### src/rtl/pong_pkg.sv
`default_nettype none
// ============================================================================
//  Module      : pong_pkg
//  Description : Shared constants, FSM state type and paddle helper for the
//                pong LED-matrix scanner.
//  Revision    : 1.0 - initial release
// ============================================================================
package pong_pkg;

    localparam int COLS     = 64;
    localparam int ROWS     = 32;
    localparam int PADDLE_H = 4;

    localparam int COL_W = $clog2(COLS);
    localparam int ROW_W = $clog2(ROWS);

    // First column of each score field (MSB first, four columns wide)
    localparam int L_SCORE_COL = 2;
    localparam int R_SCORE_COL = 58;

    typedef enum logic [2:0] {
        IDLE    = 3'd0,
        SNAP    = 3'd1,
        SHIFT   = 3'd2,
        LATCH   = 3'd3,
        DISPLAY = 3'd4
    } state_t;

    // Paddle coverage evaluated 7 bits wide so a top value near 63 cannot
    // wrap around into the low rows; rows beyond the panel simply never match.
    function automatic logic paddle_covers(input logic [5:0]       top,
                                           input logic [ROW_W-1:0] row);
        logic [6:0] w_top;
        logic [6:0] w_row;
        w_top = 7'(top);
        w_row = 7'(row);
        return (w_row >= w_top) && (w_row <= w_top + 7'(PADDLE_H - 1));
    endfunction

endpackage
`default_nettype wire

### src/rtl/pong_matrix_scanner_if.sv
`default_nettype none
// ============================================================================
//  Module      : pong_matrix_scanner_if
//  Description : Game-state inputs and HUB75-style panel outputs of the
//                scanner. master = game core / panel side, slave = scanner.
//  Ports       : enable, ball_x/y, left/right_paddle_y, left/right_score (in)
//                row_addr, pix_data, pix_clk, pix_latch, pix_oe_n,
//                frame_done (out)
//  Revision    : 1.0 - initial release
// ============================================================================
interface pong_matrix_scanner_if;
    logic       enable;
    logic [5:0] ball_x;
    logic [4:0] ball_y;
    logic [5:0] left_paddle_y;
    logic [5:0] right_paddle_y;
    logic [3:0] left_score;
    logic [3:0] right_score;

    logic [4:0] row_addr;
    logic       pix_data;
    logic       pix_clk;
    logic       pix_latch;
    logic       pix_oe_n;
    logic       frame_done;

    modport master (
        output enable, ball_x, ball_y, left_paddle_y, right_paddle_y,
               left_score, right_score,
        input  row_addr, pix_data, pix_clk, pix_latch, pix_oe_n, frame_done
    );

    modport slave (
        input  enable, ball_x, ball_y, left_paddle_y, right_paddle_y,
               left_score, right_score,
        output row_addr, pix_data, pix_clk, pix_latch, pix_oe_n, frame_done
    );
endinterface
`default_nettype wire

### src/rtl/pong_pixel_gen.sv
`default_nettype none
// ============================================================================
//  Module      : pong_pixel_gen
//  Description : Combinational pixel(row, col) from the frame snapshot:
//                paddles, ball, dashed centre net and both scores.
//  Ports       : i_row, i_col       - pixel being shifted
//                i_ball_x/y, i_lpy, i_rpy, i_lscore, i_rscore - snapshot
//                o_pixel            - lit / dark
//  Revision    : 1.0 - initial release
// ============================================================================
module pong_pixel_gen
    import pong_pkg::*;
(
    input  logic [ROW_W-1:0] i_row,
    input  logic [COL_W-1:0] i_col,
    input  logic [5:0]       i_ball_x,
    input  logic [4:0]       i_ball_y,
    input  logic [5:0]       i_lpy,
    input  logic [5:0]       i_rpy,
    input  logic [3:0]       i_lscore,
    input  logic [3:0]       i_rscore,
    output logic             o_pixel
);
    logic       w_left_pad, w_right_pad, w_ball, w_net;
    logic       w_left_score, w_right_score;
    logic [1:0] w_loff, w_roff;

    assign w_left_pad  = (i_col == '0) && paddle_covers(i_lpy, i_row);
    assign w_right_pad = (i_col == COL_W'(COLS - 1)) && paddle_covers(i_rpy, i_row);
    assign w_ball      = (i_col == i_ball_x) && (i_row == i_ball_y);
    assign w_net       = (i_col == COL_W'(COLS / 2 - 1)) && !i_row[0];

    // Offset within a 4-column score field; offset 0 carries the MSB.
    assign w_loff = 2'(i_col - COL_W'(L_SCORE_COL));
    assign w_roff = 2'(i_col - COL_W'(R_SCORE_COL));

    assign w_left_score  = (i_row == '0)
                         && (i_col >= COL_W'(L_SCORE_COL))
                         && (i_col <= COL_W'(L_SCORE_COL + 3))
                         && i_lscore[2'd3 - w_loff];
    assign w_right_score = (i_row == '0)
                         && (i_col >= COL_W'(R_SCORE_COL))
                         && (i_col <= COL_W'(R_SCORE_COL + 3))
                         && i_rscore[2'd3 - w_roff];

    assign o_pixel = w_left_pad | w_right_pad | w_ball | w_net
                   | w_left_score | w_right_score;
endmodule
`default_nettype wire

### src/rtl/pong_matrix_scanner.sv
`default_nettype none
// ============================================================================
//  Module      : pong_matrix_scanner
//  Description : Scans a per-frame snapshot of the pong game state onto a
//                64x32 serial-shift LED matrix, one row per scan slot.
//  Ports       : clk, reset (async, active-high)
//                scan_if (slave) - game inputs and panel outputs
//  Parameters  : DWELL - clocks a latched row stays lit (>= 1)
//  Revision    : 1.0 - initial release
// ============================================================================
module pong_matrix_scanner
    import pong_pkg::*;
#(
    parameter int DWELL = 256
) (
    input  logic                  clk,
    input  logic                  reset,
    pong_matrix_scanner_if.slave  scan_if
);
    localparam int DW_W = (DWELL > 1) ? $clog2(DWELL) : 1;

    state_t           r_state, w_next_state;
    logic [ROW_W-1:0] r_row, r_row_addr;
    logic [COL_W-1:0] r_col;
    logic             r_phase;   // 0 = data set-up half, 1 = shift-clock high half
    logic [DW_W-1:0]  r_dwell;

    logic [5:0]       r_bx, r_lpy, r_rpy;
    logic [4:0]       r_by;
    logic [3:0]       r_ls, r_rs;

    logic w_pixel, w_last_col, w_last_row, w_last_dwell;
    logic w_pix_data, w_pix_clk, w_pix_latch, w_pix_oe_n, w_frame_done;

    pong_pixel_gen u_pixel_gen (
        .i_row    (r_row),
        .i_col    (r_col),
        .i_ball_x (r_bx),
        .i_ball_y (r_by),
        .i_lpy    (r_lpy),
        .i_rpy    (r_rpy),
        .i_lscore (r_ls),
        .i_rscore (r_rs),
        .o_pixel  (w_pixel)
    );

    assign w_last_col   = (r_col == COL_W'(COLS - 1)) && r_phase;
    assign w_last_row   = (r_row == ROW_W'(ROWS - 1));
    assign w_last_dwell = (r_dwell == DW_W'(DWELL - 1));

    always_ff @(posedge clk or posedge reset) begin
        if (reset) r_state <= IDLE;
        else       r_state <= w_next_state;
    end

    always_comb begin
        w_next_state = r_state;
        w_pix_data   = 1'b0;
        w_pix_clk    = 1'b0;
        w_pix_latch  = 1'b0;
        w_pix_oe_n   = 1'b1;
        w_frame_done = 1'b0;
        case (r_state)
            IDLE:  if (scan_if.enable) w_next_state = SNAP;
            SNAP:  w_next_state = SHIFT;
            SHIFT: begin
                w_pix_data = w_pixel;
                w_pix_clk  = r_phase;
                if (w_last_col) w_next_state = LATCH;
            end
            LATCH: begin
                w_pix_latch  = 1'b1;
                w_next_state = DISPLAY;
            end
            DISPLAY: begin
                w_pix_oe_n = 1'b0;
                if (w_last_dwell) begin
                    if (w_last_row) begin
                        w_frame_done = 1'b1;
                        // enable is only consulted at frame boundaries
                        w_next_state = scan_if.enable ? SNAP : IDLE;
                    end else begin
                        w_next_state = SHIFT;
                    end
                end
            end
            default: w_next_state = IDLE;
        endcase
    end

    always_ff @(posedge clk or posedge reset) begin
        if (reset) begin
            r_row      <= '0;
            r_col      <= '0;
            r_phase    <= 1'b0;
            r_dwell    <= '0;
            r_row_addr <= '0;
            r_bx       <= '0;
            r_by       <= '0;
            r_lpy      <= '0;
            r_rpy      <= '0;
            r_ls       <= '0;
            r_rs       <= '0;
        end else begin
            case (r_state)
                SNAP: begin
                    // Freeze the game state so the core can update without tearing
                    r_bx    <= scan_if.ball_x;
                    r_by    <= scan_if.ball_y;
                    r_lpy   <= scan_if.left_paddle_y;
                    r_rpy   <= scan_if.right_paddle_y;
                    r_ls    <= scan_if.left_score;
                    r_rs    <= scan_if.right_score;
                    r_row   <= '0;
                    r_col   <= '0;
                    r_phase <= 1'b0;
                    r_dwell <= '0;
                end
                SHIFT: begin
                    r_phase <= ~r_phase;
                    if (r_phase) r_col <= r_col + 1'b1;
                end
                LATCH: begin
                    r_row_addr <= r_row;
                    r_dwell    <= '0;
                end
                DISPLAY: begin
                    r_dwell <= r_dwell + 1'b1;
                    if (w_last_dwell) begin
                        r_row   <= r_row + 1'b1;
                        r_col   <= '0;
                        r_phase <= 1'b0;
                    end
                end
                default: ;
            endcase
        end
    end

    assign scan_if.row_addr   = r_row_addr;
    assign scan_if.pix_data   = w_pix_data;
    assign scan_if.pix_clk    = w_pix_clk;
    assign scan_if.pix_latch  = w_pix_latch;
    assign scan_if.pix_oe_n   = w_pix_oe_n;
    assign scan_if.frame_done = w_frame_done;
endmodule
`default_nettype wire

### src/flat_wrapper.sv
// flat-port wrapper written by rule: the top's interface ports become plain ports
module pong_matrix_scanner_flat import pong_pkg::*;
#(
    parameter int DWELL = 256
)
  (clk, reset, scan_if_enable, scan_if_ball_x, scan_if_ball_y, scan_if_left_paddle_y, scan_if_right_paddle_y, scan_if_left_score, scan_if_right_score, scan_if_row_addr, scan_if_pix_data, scan_if_pix_clk, scan_if_pix_latch, scan_if_pix_oe_n, scan_if_frame_done);
  pong_matrix_scanner_if scan_if_i ();
  input  logic clk;
  input  logic reset;
  input wire logic [$bits(scan_if_i.enable)-1:0] scan_if_enable;
  input wire logic [$bits(scan_if_i.ball_x)-1:0] scan_if_ball_x;
  input wire logic [$bits(scan_if_i.ball_y)-1:0] scan_if_ball_y;
  input wire logic [$bits(scan_if_i.left_paddle_y)-1:0] scan_if_left_paddle_y;
  input wire logic [$bits(scan_if_i.right_paddle_y)-1:0] scan_if_right_paddle_y;
  input wire logic [$bits(scan_if_i.left_score)-1:0] scan_if_left_score;
  input wire logic [$bits(scan_if_i.right_score)-1:0] scan_if_right_score;
  output wire logic [$bits(scan_if_i.row_addr)-1:0] scan_if_row_addr;
  output wire logic [$bits(scan_if_i.pix_data)-1:0] scan_if_pix_data;
  output wire logic [$bits(scan_if_i.pix_clk)-1:0] scan_if_pix_clk;
  output wire logic [$bits(scan_if_i.pix_latch)-1:0] scan_if_pix_latch;
  output wire logic [$bits(scan_if_i.pix_oe_n)-1:0] scan_if_pix_oe_n;
  output wire logic [$bits(scan_if_i.frame_done)-1:0] scan_if_frame_done;
  assign scan_if_i.enable = scan_if_enable;
  assign scan_if_i.ball_x = scan_if_ball_x;
  assign scan_if_i.ball_y = scan_if_ball_y;
  assign scan_if_i.left_paddle_y = scan_if_left_paddle_y;
  assign scan_if_i.right_paddle_y = scan_if_right_paddle_y;
  assign scan_if_i.left_score = scan_if_left_score;
  assign scan_if_i.right_score = scan_if_right_score;
  assign scan_if_row_addr = scan_if_i.row_addr;
  assign scan_if_pix_data = scan_if_i.pix_data;
  assign scan_if_pix_clk = scan_if_i.pix_clk;
  assign scan_if_pix_latch = scan_if_i.pix_latch;
  assign scan_if_pix_oe_n = scan_if_i.pix_oe_n;
  assign scan_if_frame_done = scan_if_i.frame_done;
  pong_matrix_scanner #(.DWELL(DWELL)) u_core (.clk(clk), .reset(reset), .scan_if(scan_if_i));
endmodule
### config.mk
export PLATFORM = sky130hd
export DESIGN_NAME = pong_matrix_scanner_flat
export DESIGN_NICKNAME = d
export VERILOG_FILES = /design/src/rtl/pong_pkg.sv /design/src/rtl/pong_matrix_scanner_if.sv /design/src/rtl/pong_pixel_gen.sv /design/src/rtl/pong_matrix_scanner.sv /design/src/flat_wrapper.sv
export SDC_FILE = /design/constraint.sdc
export NUM_CORES = 1
export LEC_CHECK = 0
export ABC_CLOCK_PERIOD_IN_PS = 2700
export CORE_ASPECT_RATIO = 1.1
export CORE_MARGIN = 5
export CORE_UTILIZATION = 55
export DETAILED_ROUTE_END_ITERATION = 16
export GPL_TIMING_DRIVEN = 0
export PLACE_DENSITY = 0.8
export REMOVE_ABC_BUFFERS = 1
export SLEW_MARGIN = 20
export SYNTH_ARGS = -nofsm -noshare
export SYNTH_HDL_FRONTEND = slang
export SYNTH_SLANG_ARGS = --single-unit
### constraint.sdc
create_clock -name clk -period 2.7 [get_ports clk]
set_input_delay 0.54 -clock clk [delete_from_list [all_inputs] [get_ports clk]]
set_output_delay 0.54 -clock clk [all_outputs]
set_load 0.05 [all_outputs]
== After elaboration in Yosys (flattened, before gate mapping) ==
Cells that the tools add are included.

* Register bits: 59
* Input port bits: 34
* Logic and storage cells: 101

* Add/subtract/negate cells: 9
* $lt $le $gt $ge: 10
* Equality and inequality tests: 14
* Multiplexer cells: 25
* Bitwise gates (word level): 6
* Reductions and logical operators: 25

{| class="wikitable"
|+ Operators by type and width
! cell !! number
|-
| $pmux 6 s3 || 1
|-
| $pmux 8 s2 || 1
|-
| $pmux 3 s5 || 1
|-
| $add 6x2->7 const B || 2
|-
| $le 5x7->1 || 2
|-
| $logic_and 1x1->1 || 13
|-
| $ge 5x6->1 || 2
|-
| $mux 3 || 4
|-
| $mux 6 || 2
|-
| $mux 1 || 11
|-
| $pmux 5 s2 || 1
|-
| $add 8x1->8 const B || 1
|-
| $eq 8x8->1 const B || 1
|-
| $add 6x1->6 const B || 1
|-
| $eq 3x2->1 const B || 2
|-
| $eq 6x5->1 const B || 1
|-
| $eq 6x6->1 || 1
|-
| $eq 6x6->1 const B || 1
|-
| $ge 6x2->1 const B || 1
|-
| $ge 6x6->1 const B || 1
|-
| $le 6x3->1 const B || 1
|-
| $le 6x6->1 const B || 1
|-
| $logic_not 6->1 || 1
|-
| $lt 2x3->1 const B || 2
|-
| other kinds (22) || 34
|}

== Depth between registers and ports, before layout ==
Gate-level depths: netlist of run 1.

* Depth after elaboration: 10
* Mapped depth: 10
* Depth with buffers taken out: 10

== By module ==
A second synthesis of run 1 with hierarchy kept.

* Cell total of the unflattened synthesis: 308
* Area total of the unflattened synthesis: 3392.0 um2

{| class="wikitable"
|+ By module, submodules not included
! module !! times used !! cells an instance !! area each (um2)
|-
| pong_matrix_scanner || 1 || 203 || 2563.7
|-
| pong_pixel_gen || 1 || 105 || 828.3
|}

== Worst setup path after synthesis of run 1 ==
Ideal clock, no wire load.

* Path type: reg-to-output
* Start point: reg u_core.r_rpy[0]
* End point: out scan_if_pix_data
* Arrival: 2.876 ns
* Data required time: 2.160 ns
* Slack: -0.716 ns
* Stages on the path, launching flop included: 11
* Buffers on the path: 0
* Path through: dfrtp_1 > inv_1 > ha_1 > nor2_1 > xnor2_1 > ha_1 > nand3_1 > a21oi_1 > a211oi_1 > o221ai_1 > a311oi_1

* Cells in the longest elaborated chain, start to end: 10
* Elaborated cells on any way between the ends: 11
* Classes of those cells: add/sub (1); order compare (2); mux (1); bitwise (5); reduce/logical (2)

{| class="wikitable"
|+ RTL lines
! element !! RTL line !! source
|-
| start: declaration || pong_matrix_scanner.sv:28 || <nowiki>logic [5:0] r_bx, r_lpy, r_rpy;</nowiki>
|-
| start signal: assignment || pong_matrix_scanner.sv:111 || <nowiki>r_rpy <= scan_if.right_paddle_y;</nowiki>
|-
| $add 6x2->7 || pong_pkg.sv:37 || <nowiki>return (w_row >= w_top) && (w_row <= w_top + 7'(PADDLE_H - 1));</nowiki>
|-
| $le 5x7->1 || pong_pkg.sv:37 ||
|-
| $logic_and 1x1->1 (*) || pong_pkg.sv:37 ||
|-
| $logic_and 1x1->1 (*) || pong_pixel_gen.sv:29 || <nowiki>assign w_right_pad = (i_col == COL_W'(COLS - 1)) && paddle_covers(i_rpy, i_row);</nowiki>
|-
| $or 1x1->1 (*) (3 in a row) || pong_pixel_gen.sv:46 || <nowiki>assign o_pixel = w_left_pad | w_right_pad | w_ball | w_net</nowiki>
|-
| $or 1x1->1 (*) (2 in a row) || pong_pixel_gen.sv:47 || <nowiki>| w_left_score | w_right_score;</nowiki>
|-
| $mux 1 (*) || pong_matrix_scanner.sv:63 || <nowiki>case (r_state)</nowiki>
|-
| end: declaration || flat_wrapper.sv:18 || <nowiki>output wire logic [$bits(scan_if_i.pix_data)-1:0] scan_if_pix_data;</nowiki>
|}

Mark *: on every way between the ends. The rest lies on a longest branch, timed or not.

== Worst setup path after layout of run 1 ==
* Start point: reg u_core.r_rpy[1]
* End point: out scan_if_pix_data

The elaborated chain is that of the path after synthesis.

==> implementation parameters, run 1 <==
Parameter                              Value

Timing
  Setup repair after global routing missed its margin ... yes
  Final Hold Viols ... 0
  Final max-slew violation count ... 0
  Final critical-path share of the clock period ... 1.13
  Setup-failing EPs final ... 1
  Shortest clock period the worst path allows after layout ... 3.06 ns
  Peak clock frequency supported by timing ... 0.327 GHz
  Headroom to the max-slew limit ... 0.557
  Least setup slack across all paths after layout ... -0.356 ns
  Worst setup skew after layout ... 0.00890 ns
  Minimum hold slack ... 0.492 ns
  Worst slew pin tran ... 0.657 ns

Finish
  Number of antenna cells inserted ... 0
  Final non-filler cell total ... 470
  Final net count ... 451
  Share of post-route cells with drive strength above 1 ... 0.210
  Fillcell total ... 461
  Syn-to-layout area delta ... 27.2%
  Design area ... 4300 um^2
  Most frequent cells in the layout ... 55 x sky130_fd_sc_hd__dfrtp_1, 39 x sky130_fd_sc_hd__clkdlybuf4s50_1, 38 x sky130_fd_sc_hd__nand2_1
  Most common cell after layout, fill and taps aside ... sky130_fd_sc_hd__dfrtp_1

CTS
  Level count of the clock H-tree ... 3
  Clk Tree Root Cell ... sky130_fd_sc_hd__clkbuf_8
  Clk sink count ... 59
  Clock transition at the register clock pins on the worst setup and hold paths after CTS ... 0.07 ns
  Cts bufs inserted ... 9
  Maximum buffer depth of the clock tree ... 2
  Skew-Pair Late Insertion Delay ... 0.33 ns
  Clock tree from TritonCTS ... built

Global route
  Vias in the first global route ... 2,591
  Maximum number of pins on one net before global-route repair ... 60
  Global-route wire length before repair ... 12,300 um
  Met2 Resource Use GR ... 0.319
  Grt total ovfl ... 0
  Initial antenna violation count ... 0
  Global-route track usage on met3 ... 0.0503
  Most Crowded Layer GR ... met2
  Total routing resource utilization after global routing ... 0.196
  Global-route met1 utilization ... 0.256

Floorplan
  Number of cell rows ... 30
  Initial cell density of the core ... 0.556
  Total Die Area ... 7820 um^2
  Vertical die dimension ... 92.2 um
  X dimension of the die ... 84.8 um
  Top-level I/O count ... 44
  Core Footprint ... 6080 um^2

Yosys
  Yosys warns ... 0
  Area share of the leading cell type in the synthesized netlist ... 0.437
  Sequential share of the synthesized area ... 0.437
  Synth unique cells ... 46
  Count of state elements after synthesis ... 59
  Largest area contributor in the synthesized netlist ... sky130_fd_sc_hd__dfrtp_1
  Primary flip-flop cell chosen by synthesis mapping ... sky130_fd_sc_hd__dfrtp_1
  Syn Inst Count ... 332
  Asr flop ratio synth ... 1.00
  Number of synthesized flops with an enable pin ... 0
  Synth Cell Area ... 3380 um^2
  Ranking of synthesized cells by area ... sky130_fd_sc_hd__dfrtp_1 44%, sky130_fd_sc_hd__ha_1 11%, sky130_fd_sc_hd__mux2_2 8.0%, sky130_fd_sc_hd__o21ai_0 4.6%, sky130_fd_sc_hd__nand2_1 4.2%
  Average size of a mapped cell ... 10.2 um^2

Routing
  Total iterations of the first detailed-routing run ... 4
  DRC ... 0
  Routed wire length ... 7190 um
  Detailed router's first-iteration violation count ... 66
  Via count ... 2,573
  Via density per instance ... 5.47
  Routed wire length per instance ... 15.3 um
  Number of nets with antenna violations after detailed routing ... 0

Critical path
  Critical path's slowest cell ... sky130_fd_sc_hd__dfrtp_1
  CP startpoint kind ... flop
  Worst path max stage delay ... 0.40 ns
  Required @ worst endpoint ... 2.16 ns
  Endpoint of the lowest-slack register-to-register path ... u_core.r_lpy[5]$_DFFE_PP0P_
  Crit end category ... output pin
  Biggest fanout along the worst timing path ... 2
  Critical-path cell list ... inv_2 > ha_4 > nor2_4 > xnor2_1 > ha_1 > nand3_2 > a21oi_1 > a211oi_2 > o221ai_2 > a311oi_2 > buf_6
  WP data arrival ... 2.52 ns
  Register-to-Register Path Depth ... 4
  Cell family contributing the most delay on the critical path ... compound AO/OA/AOI/OAI gates
  Sum of buffers and inverters on the critical path ... 2
  Flop2flop setup slack ... 0.66 ns
  Critical Setup Path Class ... reg2out
  R2r startpoint ... u_core.r_state[0]$_DFFE_PP0P_

Placed design
  Number of input and output port buffers inserted ... 43
  Detailed-placement wirelength estimate ... 4950 um
  Post-DP Area ... 3930 um^2
  Placed cell count ... 447
  Routability congestion estimate ... 0.883

Run status
  Violated checks ... setup timing
  Run status ... complete, but fails checks

Pwr
  Worst vdd rail ir drop ... 0.000238 V
  Static leakage ... 0.00187 uW
  Total power ... 1900 uW
  Power density relative to cell area ... 441 nW/um^2

Job
  Max capacitance violation total ... 0

Hold path
  Hold endpoint ... u_core.scan_if.row_addr[0]$_DFFE_PP0P_
  Launch instance of the worst min-delay path ... u_core.scan_if.row_addr[0]$_DFFE_PP0P_
  Min-Delay Path Depth ... 2
  Worst Hold Class ... reg2reg
## layout make-up
type | instances | area [um^2] | area share
repair buffers | 53 | 542 | 0.126
clock buffers | 10 | 138 | 0.0320
clock inverters | 5 | 53.8 | 0.0125
multi-input cells | 243 | 1910 | 0.444
inverters | 20 | 77.6 | 0.0180
well taps | 80 | 100 | 0.0233
flip-flops and latches | 59 | 1480 | 0.344
## per-stage QoR
step	worst slack [ns]	setup TNS (ns)	util
after CTS	-0.396	-0.396	0.698
after global routing	-0.497	-0.497	0.708
after global placement	-0.823	-22.00	0.636
final	-0.356	-0.356	0.708
after floorplan	-0.716	-2.80	-
after detailed placement	-0.865	-1.19	0.646
## state kept, by name, indices dropped and copies added (netlist names), 5 cells and up
| register | cells |
|---|---|
| u_core.r_row | 5 |
| u_core.r_lpy | 6 |
| u_core.r_by | 5 |
| u_core.r_rpy | 6 |
| u_core.r_bx | 6 |
| u_core.scan_if.row_addr | 5 |
| u_core.r_dwell | 8 |
| u_core.r_col | 6 |
## layer usage
layer  vias up  share of wire
met1      1242           0.45
met3         9          0.040
met4         0          0.017
li1       1273              -
met2        49           0.49
met5         -              0
## worst reg2reg max path, stage by stage, from the launching register on
cell	delay (ns)
sky130_fd_sc_hd__dfrtp_1	0.61
sky130_fd_sc_hd__nand2b_1	0.26
sky130_fd_sc_hd__nor2_4	0.47
sky130_fd_sc_hd__buf_16	0.23
sky130_fd_sc_hd__mux2_2	0.36
## synth_stat cells (all sizes together), types with 3 or more instances
cell and instances:
ha 31, xnor2 16, nand3 6, nor3b 4
o21ai 31, nor3 5, mux2 24, a21oi 9
buf 7, nand2b 3, a21o 3, dfrtp 59
nand2 38, a211oi 3, mux2i 3, inv 20
clkbuf 3, nand4 9, xor2 10, nor2 20
## worst max-delay path by stage
stage,start,to,slack [ns],cells after the start
global route,u_core.r_rpy[0]$_DFFE_PP0P_,scan_if_pix_data,-0.50,11
detailed placement,u_core.r_rpy[0]$_DFFE_PP0P_,scan_if_pix_data,-0.87,11
finish,u_core.r_rpy[1]$_DFFE_PP0P_,scan_if_pix_data,-0.36,11
global placement,u_core.r_rpy[0]$_DFFE_PP0P_,scan_if_pix_data,-0.82,11
CTS,u_core.r_lpy[1]$_DFFE_PP0P_,scan_if_pix_data,-0.40,10
floorplan,u_core.r_rpy[0]$_DFFE_PP0P_,scan_if_pix_data,-0.72,10
## logic make-up (layout without fill, tap and decap cells)
group,count (synthesis),in the layout,synth area share
flops,59,59,0.437
buf+inv,30,88,0.0359
compound gates,63,63,0.112
simple gates,96,96,0.145
fa+ha+maj,31,31,0.115
mux,27,27,0.0888
xor+xnor,26,26,0.0673
## what timing repair did
item                                    in CTS  in global routing
endpoints found under the setup margin       5                  2
endpoints found under the hold margin        0                  0
pin swaps                                   10                  6
buffers inserted                             6                  2
gates resized for setup                     30                 14
hold buffers                                 0                  0
gates cloned                                 0                  0
## power by group
part	internal, uW	leakage, uW	switching (uW)
registers	908	0.000732	16.5
logic	104	0.00104	75.8
clock network	443	0.000102	348
total	1450	0.00187	441
No activity file was read; power rests on OpenSTA's default activity.
==> run 2: changes to the inputs <==
- CORE_MARGIN: 5 -> not set
==> run 2 against run 1 <==
The run still ends with setup timing left. First-iteration DRC count up 120%. Critical path depth down 2. Global-route usage up 4.6 points. Worst hold slack worse by 0.0075 ns. Flip-flop and latch count unchanged. Cell area down 0.67%. Clock skew about the same. Combinational power about the same. Count of clock-buffer cells in the layout up 1. Maximum frequency down 1.3%. Die area down 17%. Clock power down 4.0%. Highest routed layer unchanged.
==> implementation parameters, run 2 (synthesized netlist as in run 1, its figures left out) <==
Parameter                              Value

Critical path
  Crit end category ... output pin
  Critical path origin ... u_core.r_rpy[1]$_DFFE_PP0P_
  Crit path to ... scan_if_pix_data
  Critical path's slowest cell ... sky130_fd_sc_hd__dfrtp_1
  R2r startpoint ... u_core.r_state[0]$_DFFE_PP0P_
  Flop2flop setup slack ... 0.62 ns
  Logic depth of the worst setup path including buffers ... 9
  Sum of buffers and inverters on the critical path ... 2
  WP data arrival ... 2.56 ns
  Endpoint of the lowest-slack register-to-register path ... u_core.r_bx[1]$_DFFE_PP0P_
  Worst path max stage delay ... 0.40 ns
  Critical-path cell list ... buf_4 > o21ai_4 > xnor2_2 > ha_1 > a21o_1 > a211oi_2 > o221ai_2 > a311oi_2 > buf_6
  Biggest fanout along the worst timing path ... 2
  Cell family contributing the most delay on the critical path ... compound AO/OA/AOI/OAI gates
  Required @ worst endpoint ... 2.16 ns
  Critical Setup Path Class ... reg2out
  CP startpoint kind ... flop
  Register-to-Register Path Depth ... 4

Placed design
  Routability congestion estimate ... 0.878
  Post-DP Area ... 3930 um^2
  Number of input and output port buffers inserted ... 43
  Detailed-placement wirelength estimate ... 4820 um

Floorplan
  X dimension of the die ... 76.8 um
  Vertical die dimension ... 84.2 um
  Number of cell rows ... 29
  Total Die Area ... 6470 um^2
  Initial cell density of the core ... 0.579
  Core Footprint ... 5840 um^2
  Top-level I/O count ... 44

Timing
  Worst slew pin tran ... 0.719 ns
  Final max-slew violation count ... 0
  Peak clock frequency supported by timing ... 0.323 GHz
  Least setup slack across all paths after layout ... -0.397 ns
  Setup-failing EPs final ... 1
  Worst setup skew after layout ... 0.00928 ns
  Final Hold Viols ... 0
  Headroom to the max-slew limit ... 0.516
  Final total negative setup slack ... -0.397 ns
  Final critical-path share of the clock period ... 1.15
  Shortest clock period the worst path allows after layout ... 3.10 ns
  Setup repair after global routing missed its margin ... yes

Pwr
  Worst vdd rail ir drop ... 0.000373 V
  Power density relative to cell area ... 436 nW/um^2
  Static leakage ... 0.00186 uW
  Total power ... 1860 uW

Global route
  Maximum number of pins on one net before global-route repair ... 60
  Grt total ovfl ... 0
  Vias in the first global route ... 2,712
  Total routing resource utilization after global routing ... 0.243
  Initial antenna violation count ... 0
  Global-route wire length before repair ... 12,400 um

Routing
  Detailed route wirelength on metal3 ... 233 um
  DRC ... 0
  Highest routing layer actually used ... met4
  WL met1 ... 3160 um
  Number of nets with antenna violations after detailed routing ... 0
  WL met2 ... 3650 um
  Via density per instance ... 5.61
  Routed wire length ... 7160 um
  Total iterations of the first detailed-routing run ... 4
  Routed wire length per instance ... 15.3 um
  Via count ... 2,626
  Detailed router's first-iteration violation count ... 142

CTS
  Maximum buffer depth of the clock tree ... 2
  Cts bufs inserted ... 9
  Level count of the clock H-tree ... 3
  Clk sink count ... 59
  Clock tree from TritonCTS ... built
  Skew-Pair Late Insertion Delay ... 0.34 ns
  Clk Tree Root Cell ... sky130_fd_sc_hd__clkbuf_8
  Clock transition at the register clock pins on the worst setup and hold paths after CTS ... 0.07 ns

Run status
  Violated checks ... setup timing
  Run status ... complete, but fails checks

Finish
  Sequential cell area ... 1480 um^2
  Syn-to-layout area delta ... 26.4%
  Design area ... 4270 um^2
  Area occupied by multi-input gates ... 1890 um^2
  Fillcell total ... 429
  Biggest register ... u_core.r_dwell
  Most frequent cells in the layout ... 55 x sky130_fd_sc_hd__dfrtp_1, 39 x sky130_fd_sc_hd__clkdlybuf4s50_1, 38 x sky130_fd_sc_hd__nand2_1
  Most common cell after layout, fill and taps aside ... sky130_fd_sc_hd__dfrtp_1
  Final net count ... 451
  Number of antenna cells inserted ... 0
  Max FFs per register ... 8
  Share of post-route cells with drive strength above 1 ... 0.210
  Final core area utilization ... 0.732

Job
  Max capacitance violation total ... 0

Hold path
  Worst Hold Class ... reg2reg
run 2: per-layer routing:
metal,vias up,GRT usage
met5,-,0
met1,1287,0.299
met2,55,0.415
li1,1274,-
met4,0,0.114
met3,10,0.0413
run 2: layout make-up:
| cell class | count | share of cell area |
|---|---|---|
| multi-input cells | 243 | 0.442 |
| repair buffers | 53 | 0.127 |
| flip-flops and latches | 59 | 0.347 |
| well taps | 77 | 0.0225 |
| inverters | 20 | 0.0181 |
| clock buffers | 11 | 0.0354 |
| clock inverters | 5 | 0.00849 |
run 2: stage by stage:
stage	setup WS [ns]	hold WS (ns)	instances
after floorplan	-0.716	0.454	322
after global placement	-0.814	0.466	442
after detailed placement	-0.946	0.470	444
after CTS	-0.398	0.487	465
after global routing	-0.502	0.502	468
final	-0.397	0.484	468
run 2: worst register-to-register path: stages (launching register included):
cell and delay, ns:
sky130_fd_sc_hd__dfrtp_1 0.63, sky130_fd_sc_hd__nand2b_1 0.27, sky130_fd_sc_hd__nor2_4 0.48, sky130_fd_sc_hd__buf_16 0.23
sky130_fd_sc_hd__mux2_2 0.36
run 2: worst min-delay path by stage:
stage                                                       from                                     end  slack, ns  depth (start not counted)
after global routing      u_core.scan_if.row_addr[1]$_DFFE_PP0P_  u_core.scan_if.row_addr[1]$_DFFE_PP0P_       0.50                          2
after floorplan                    u_core.r_dwell[7]$_DFFE_PP0P_           u_core.r_dwell[7]$_DFFE_PP0P_       0.45                          1
after detailed placement  u_core.scan_if.row_addr[1]$_DFFE_PP0P_  u_core.scan_if.row_addr[1]$_DFFE_PP0P_       0.47                          2
after global placement    u_core.scan_if.row_addr[1]$_DFFE_PP0P_  u_core.scan_if.row_addr[1]$_DFFE_PP0P_       0.47                          2
final                     u_core.scan_if.row_addr[1]$_DFFE_PP0P_  u_core.scan_if.row_addr[1]$_DFFE_PP0P_       0.48                          2
after CTS                 u_core.scan_if.row_addr[1]$_DFFE_PP0P_  u_core.scan_if.row_addr[1]$_DFFE_PP0P_       0.49                          2
run 2: repair_timing:
item,4_1_cts,5_1_grt
endpoints found under the setup margin,5,2
pin swaps,11,10
hold buffers,0,0
buffers inserted,5,3
resized for setup,28,14
run 2: where the power goes:
group	switching (uW)	internal [uW]
registers	17.0	907
clock network	375	384
logic	75.8	102
